<file path="src/rtl/mdu_sequencer.sv">
// Multi-cycle multiply/divide sequencer for the execute stage.
// Fixed-latency multiply, radix-2 restoring divide, result held until accepted.
// Optional feature: define MDU_ZERO_BYPASS_EN to short-cut any op whose rs1 is zero.
module mdu_sequencer #(
  parameter int unsigned XLEN        = 32,
  parameter int unsigned MUL_LATENCY = 2
) (
  input  logic            clk,
  input  logic            rst_n,
  input  logic            valid_i,
  output logic            ready_o,
  input  logic [2:0]      op_i,
  input  logic [XLEN-1:0] rs1_i,
  input  logic [XLEN-1:0] rs2_i,
  input  logic            flush_i,
  output logic            valid_o,
  input  logic            ready_i,
  output logic [XLEN-1:0] result_o,
  output logic            busy_o
);

  localparam int unsigned CntMax = (XLEN > MUL_LATENCY) ? XLEN : MUL_LATENCY;
  localparam int unsigned CntW   = $clog2(CntMax + 1);
  localparam logic [XLEN-1:0] MostNeg = {1'b1, {(XLEN-1){1'b0}}};

`ifdef MDU_ZERO_BYPASS_EN
  localparam bit ZeroBypass = 1'b1;
`else
  localparam bit ZeroBypass = 1'b0;
`endif

  typedef enum logic [1:0] {StIdle, StMul, StDiv, StDone} state_e;

  state_e          state_q, state_d;
  logic [2:0]      op_q, op_d;
  logic [XLEN-1:0] a_q, a_d, b_q, b_d, rem_q, rem_d, result_q, result_d;
  logic [CntW-1:0] cnt_q, cnt_d;
  logic            q_neg_q, q_neg_d, r_neg_q, r_neg_d;

  // Incoming op decode; only DIV/REM (op bit0 clear) are signed divides
  logic            in_div, in_sdiv, in_neg1, in_neg2;
  logic [XLEN-1:0] mag1, mag2;
  assign in_div  = op_i[2];
  assign in_sdiv = op_i[2] & ~op_i[0];
  assign in_neg1 = in_sdiv & rs1_i[XLEN-1];
  assign in_neg2 = in_sdiv & rs2_i[XLEN-1];
  assign mag1    = in_neg1 ? -rs1_i : rs1_i;
  assign mag2    = in_neg2 ? -rs2_i : rs2_i;

  // Multiply on sign/zero-extended operands; the 2*XLEN+2 product is exact modulo its width
  logic                mul_sa, mul_sb;
  logic [2*XLEN+1:0]   mul_a, mul_b, product;
  logic [XLEN-1:0]     mul_res;
  assign mul_sa  = ((op_q == 3'd1) || (op_q == 3'd2)) & a_q[XLEN-1];
  assign mul_sb  = (op_q == 3'd1) & b_q[XLEN-1];
  assign mul_a   = {{(XLEN+2){mul_sa}}, a_q};
  assign mul_b   = {{(XLEN+2){mul_sb}}, b_q};
  assign product = mul_a * mul_b;
  assign mul_res = (op_q == 3'd0) ? product[XLEN-1:0] : product[2*XLEN-1:XLEN];

  // One restoring step: a_q shifts the dividend out and the quotient in
  logic [XLEN:0]   rem_sh, diff;
  logic [XLEN-1:0] div_res;
  assign rem_sh  = {rem_q, a_q[XLEN-1]};
  assign diff    = rem_sh - {1'b0, b_q};
  assign div_res = op_q[1] ? (r_neg_q ? -rem_q : rem_q) : (q_neg_q ? -a_q : a_q);

  // Next-state, datapath updates and flush override
  always_comb begin
    state_d  = state_q;
    op_d     = op_q;
    a_d      = a_q;
    b_d      = b_q;
    rem_d    = rem_q;
    cnt_d    = cnt_q;
    q_neg_d  = q_neg_q;
    r_neg_d  = r_neg_q;
    result_d = result_q;
    unique case (state_q)
      StIdle: begin
        if (valid_i && !flush_i) begin
          op_d    = op_i;
          cnt_d   = '0;
          a_d     = rs1_i;
          b_d     = rs2_i;
          rem_d   = '0;
          q_neg_d = 1'b0;
          r_neg_d = 1'b0;
          if (!in_div) begin
            state_d = StMul;
          end else begin
            state_d = StDiv;
            // Special cases preload the final quotient/remainder and skip the iterations
            if (rs2_i == '0) begin
              a_d   = '1;
              rem_d = rs1_i;
              cnt_d = CntW'(XLEN);
            end else if (in_sdiv && (rs1_i == MostNeg) && (rs2_i == '1)) begin
              cnt_d = CntW'(XLEN);
            end else begin
              a_d     = mag1;
              b_d     = mag2;
              q_neg_d = in_neg1 ^ in_neg2;
              r_neg_d = in_neg1;
            end
          end
          if (ZeroBypass && (rs1_i == '0)) begin
            state_d = StDiv;
            cnt_d   = CntW'(XLEN);
            a_d     = (in_div && !op_i[1] && (rs2_i == '0)) ? '1 : '0;
            rem_d   = '0;
            q_neg_d = 1'b0;
            r_neg_d = 1'b0;
          end
        end
      end
      StMul: begin
        if (cnt_q == CntW'(MUL_LATENCY - 1)) begin
          state_d  = StDone;
          result_d = mul_res;
        end else begin
          cnt_d = cnt_q + CntW'(1);
        end
      end
      StDiv: begin
        if (cnt_q == CntW'(XLEN)) begin
          state_d  = StDone;
          result_d = div_res;
        end else begin
          a_d   = {a_q[XLEN-2:0], ~diff[XLEN]};
          rem_d = diff[XLEN] ? rem_sh[XLEN-1:0] : diff[XLEN-1:0];
          cnt_d = cnt_q + CntW'(1);
        end
      end
      StDone: begin
        if (ready_i) state_d = StIdle;
      end
      default: state_d = StIdle;
    endcase
    // Flush wins over everything, including a same-cycle accept; result is left untouched
    if (flush_i) begin
      state_d  = StIdle;
      result_d = result_q;
    end
  end

  // State and datapath registers
  always_ff @(posedge clk or negedge rst_n) begin
    if (!rst_n) begin
      state_q  <= StIdle;
      op_q     <= '0;
      a_q      <= '0;
      b_q      <= '0;
      rem_q    <= '0;
      cnt_q    <= '0;
      q_neg_q  <= 1'b0;
      r_neg_q  <= 1'b0;
      result_q <= '0;
    end else begin
      state_q  <= state_d;
      op_q     <= op_d;
      a_q      <= a_d;
      b_q      <= b_d;
      rem_q    <= rem_d;
      cnt_q    <= cnt_d;
      q_neg_q  <= q_neg_d;
      r_neg_q  <= r_neg_d;
      result_q <= result_d;
    end
  end

  assign ready_o  = (state_q == StIdle);
  assign valid_o  = (state_q == StDone);
  assign busy_o   = (state_q != StIdle);
  assign result_o = result_q;

endmodule

</file>
<file path="config.mk">
export PLATFORM = sky130hd
export DESIGN_NAME = mdu_sequencer
export DESIGN_NICKNAME = d
export VERILOG_FILES = /design/src/rtl/mdu_sequencer.sv
export SDC_FILE = /design/constraint.sdc
export NUM_CORES = 2
export LEC_CHECK = 0
export ABC_AREA = 0
export CAP_MARGIN = 20
export CORE_MARGIN = 5
export CORE_UTILIZATION = 35
export CTS_CLUSTER_DIAMETER = 150
export DETAILED_ROUTE_END_ITERATION = 10
export HOLD_SLACK_MARGIN = 0.12
export SLEW_MARGIN = 40
export SYNTH_ARGS = -nofsm -noshare
export SYNTH_HDL_FRONTEND = slang
export SYNTH_SLANG_ARGS = --single-unit
</file>
<file path="constraint.sdc">
create_clock -name clk -period 24.8 [get_ports clk]
set_clock_uncertainty 0.15 [all_clocks]
set_input_delay 4.96 -clock clk [delete_from_list [all_inputs] [get_ports clk]]
set_output_delay 4.96 -clock clk [all_outputs]
set_load 0.02 [all_outputs]
</file>
==> flow_summary.yaml <==
run_status:
  status: "completed"
logic_synthesis:
  synthAdderAreaFrac: 0.520
  synth_area_leaders: "fa_1 45%, inv_1 9.2%, nand2_1 7.4%, dfrtp_1 7.1%, ha_1 6.5%"
  syn-num-nets: 7217
  ys_seq_elements: 141
  yosys.area.top_type_share: 0.455
  synth_compound_area_frac: 0.0914
  syn-instance-count: 5762
  syn_area_per_cell_sq_um: 8.60
  yosysMostFrequentCell: "inv_1"
  synthFlopType: "dfrtp_1"
  synth_top_family_by_area: "adder cells"
  synthSimpleGateAreaFrac: 0.154
  mappedNetlistArea_sq_um: 49600
  synth_area_leader_cell: "fa_1"
  synth_cell_types: 79
  synth_edf_count: 0
  async_reset_ff_frac: 1.00
  synth_mux_area_frac: 0.00790
  yosys.area_share.xor_xnor: 0.0364
  yosysWarnings: 0
  yosys-top-cells-count: "1220 x inv_1, 1126 x fa_1, 973 x nand2_1, 312 x clkbuf_1, 261 x and2_1"
  ys_seq_area_frac: 0.0712
route:
  via_per_inst: 5.21
  top_layer: "met5"
  postRouteAntennaNets: 0
  vias: 39297
  drt_first_pass_iters: 6
  wl_per_cell_um: 21.5
  wl_met1_um: 67300
  met3WireLength_um: 10800
  drt_iter0_markers: 2632
  drc_errors: 0
  drt-total-wl_um: 162000
  wl_met2_um: 76800
floorplan:
  rows: 138
  chipWidth_um: 386
  io_pins: 107
  die_h_um: 386
  core-area_sq_um: 141000
  die-area_sq_um: 149000
  start_util: 0.351
timing:
  finalSetupViolCount: 0
  setup_tns_ns: 0
  worst_slew_pin_slew_ns: 0.856
  hold_viol: 0
  timing.final.crit_share: 0.392
  slew_viol_final: 0
  layout_min_cycle_time_ns: 9.72
  relSlewSlack: 0.430
  rsz0062_at_grt: "no"
  max_freq_mhz: 103
placed_design:
  portBuffers: 106
  dpl.hpwl_um: 130000
  gp_congestion: 0.968
worst_setup_path:
  ff2ff_setup_slack_ns: 15.08
  crit_required_ns: 25.03
  rr_startpoint: "op_q[0]"
  path_max_fanout: 23
  cpMaxStageDelayCell: "fa_2"
  r2r_end: "result_o[29]"
  cp-startpoint: "op_q[0]"
  max_stage_delay_ns: 0.68
  cp.buffers_inverters: 8
  cp_top_family: "adder cells"
  reg2regPathDepth: 28
  cp-start-kind: "flop"
  critPathCaptureType: "flop"
  arrival_ns: 9.95
  crit_cells: 28
  crit_type: "reg -> reg"
cells_and_area:
  area_growth_pct: 7.20
  multi_input_area_sq_um: 40200
  fin_nets: 7090
  layout-drive-gt1-share: 0.0338
  seqCellArea_sq_um: 3530
  fillCellCount: 14688
global_routing:
  grt_pass1_wl_um: 254000
  antenna_found_initial: 9
  gr-total-overflow: 0
  grt_pass1_vias: 41851
  grt.total_usage: 0.222
  grt_max_degree: 95
worst_hold_path:
  min_to: "b_q[21]"
  holdPathStages: 2
  min_path_type: "reg -> reg"
  worstHoldStart: "b_q[21]"
clock_tree:
  cts_hold_buf: 0
  post_cts_buffers: 0
  cts.clk_slew.worst_paths_ns: 0.07
  cts_tree: "built"
  cts.path.max_buffers: 2
  htreeDepth: 4
  clk_latency_ns: 0.49
  cts.sinks: 141
  cts_resized: 0
  clock-root-buffer: "clkbuf_16"
  numCtsBuffers: 17
job:
  drv_cap: 0
## layer usage
| metal | up-vias | global-route usage |
|---|---|---|
| li1 | 17155 | - |
| met1 | 20459 | 0.293 |
| met2 | 1360 | 0.369 |
| met3 | 313 | 0.0373 |
| met4 | 10 | 0.0792 |
| met5 | - | 0 |
## cells by family after synthesis
kind of cell / Yosys count
AOI/OAI and AO/OA: 730
buffers and inverters: 1578
and+or+nand+nor: 1686
adders and majority gates: 1383
DFF: 141
muxes: 38
xor gates and xnor gates: 206
## worst min-delay path: cells and delay by family, from the launching register on
kind	cells	cell delay, ns
AOI/OAI and AO/OA	1	0.06
DFF	1	0.34
and+or+nand+nor	1	0.05
## placed cells by master (no fill, tap or decap), drive strengths merged, types with 16 or more instances in the layout
cell / netlist / layout
nor3: 41 / 41
clkdlybuf4s50: 0 / 105
a31oi: 25 / 25
nor4: 18 / 18
buf: 44 / 105
a211oi: 25 / 25
and3: 18 / 18
o21ai: 212 / 212
ha: 257 / 257
o211ai: 22 / 22
or2: 18 / 18
clkbuf: 312 / 17
or3: 33 / 33
mux2i: 29 / 29
nand2: 973 / 973
nor2: 194 / 194
fa: 1126 / 1126
nand3: 32 / 32
nand4: 28 / 28
dfrtp: 141 / 141
xor2: 97 / 97
a22oi: 21 / 21
a21o: 54 / 54
o31ai: 44 / 44
o41ai: 16 / 16
and2: 262 / 262
inv: 1220 / 1229
xnor2: 109 / 109
a21oi: 213 / 213
## through the flow
step	hold slack, ns	utilization	area [sq um]	cells	setup slack (ns)
after global placement	0.315	0.372	52500	7505	14.98
after global routing	0.367	0.376	53100	7538	14.60
after detailed placement	0.321	0.372	52500	7506	15.14
final	0.333	0.376	53100	7539	15.08
after floorplan	0.339	-	49600	5762	15.81
after CTS	0.338	0.376	53100	7538	15.14
## sequential cells by signal, indices dropped and copies added (netlist names)
signal    flops
a_q          32
b_q          32
cnt_q         6
op_q          3
q_neg_q       1
r_neg_q       1
rem_q        32
result_o     32
state_q       2
## area by class of cell
cell class	instances	area share
repair buffers	210	0.0348
flip-flops and latches	141	0.0665
inverters	1222	0.0863
diodes	1	0.0000471
clock buffers	17	0.00801
clock inverters	15	0.00346
multi-input cells	4043	0.756
well taps	1890	0.0445
## worst max path at each step
| stage | endpoint | slack, ns |
|---|---|---|
| finish | result_o[29] | 15.08 |
| detailed placement | result_o[30] | 15.14 |
| global placement | result_o[29] | 14.98 |
| CTS | result_o[29] | 15.14 |
| floorplan | result_o[30] | 15.81 |
| global route | result_o[29] | 14.60 |
Power is left out: the tool's default activity adds up to more than one toggle a clock period on the data nets, which glitch-free logic cannot reach.
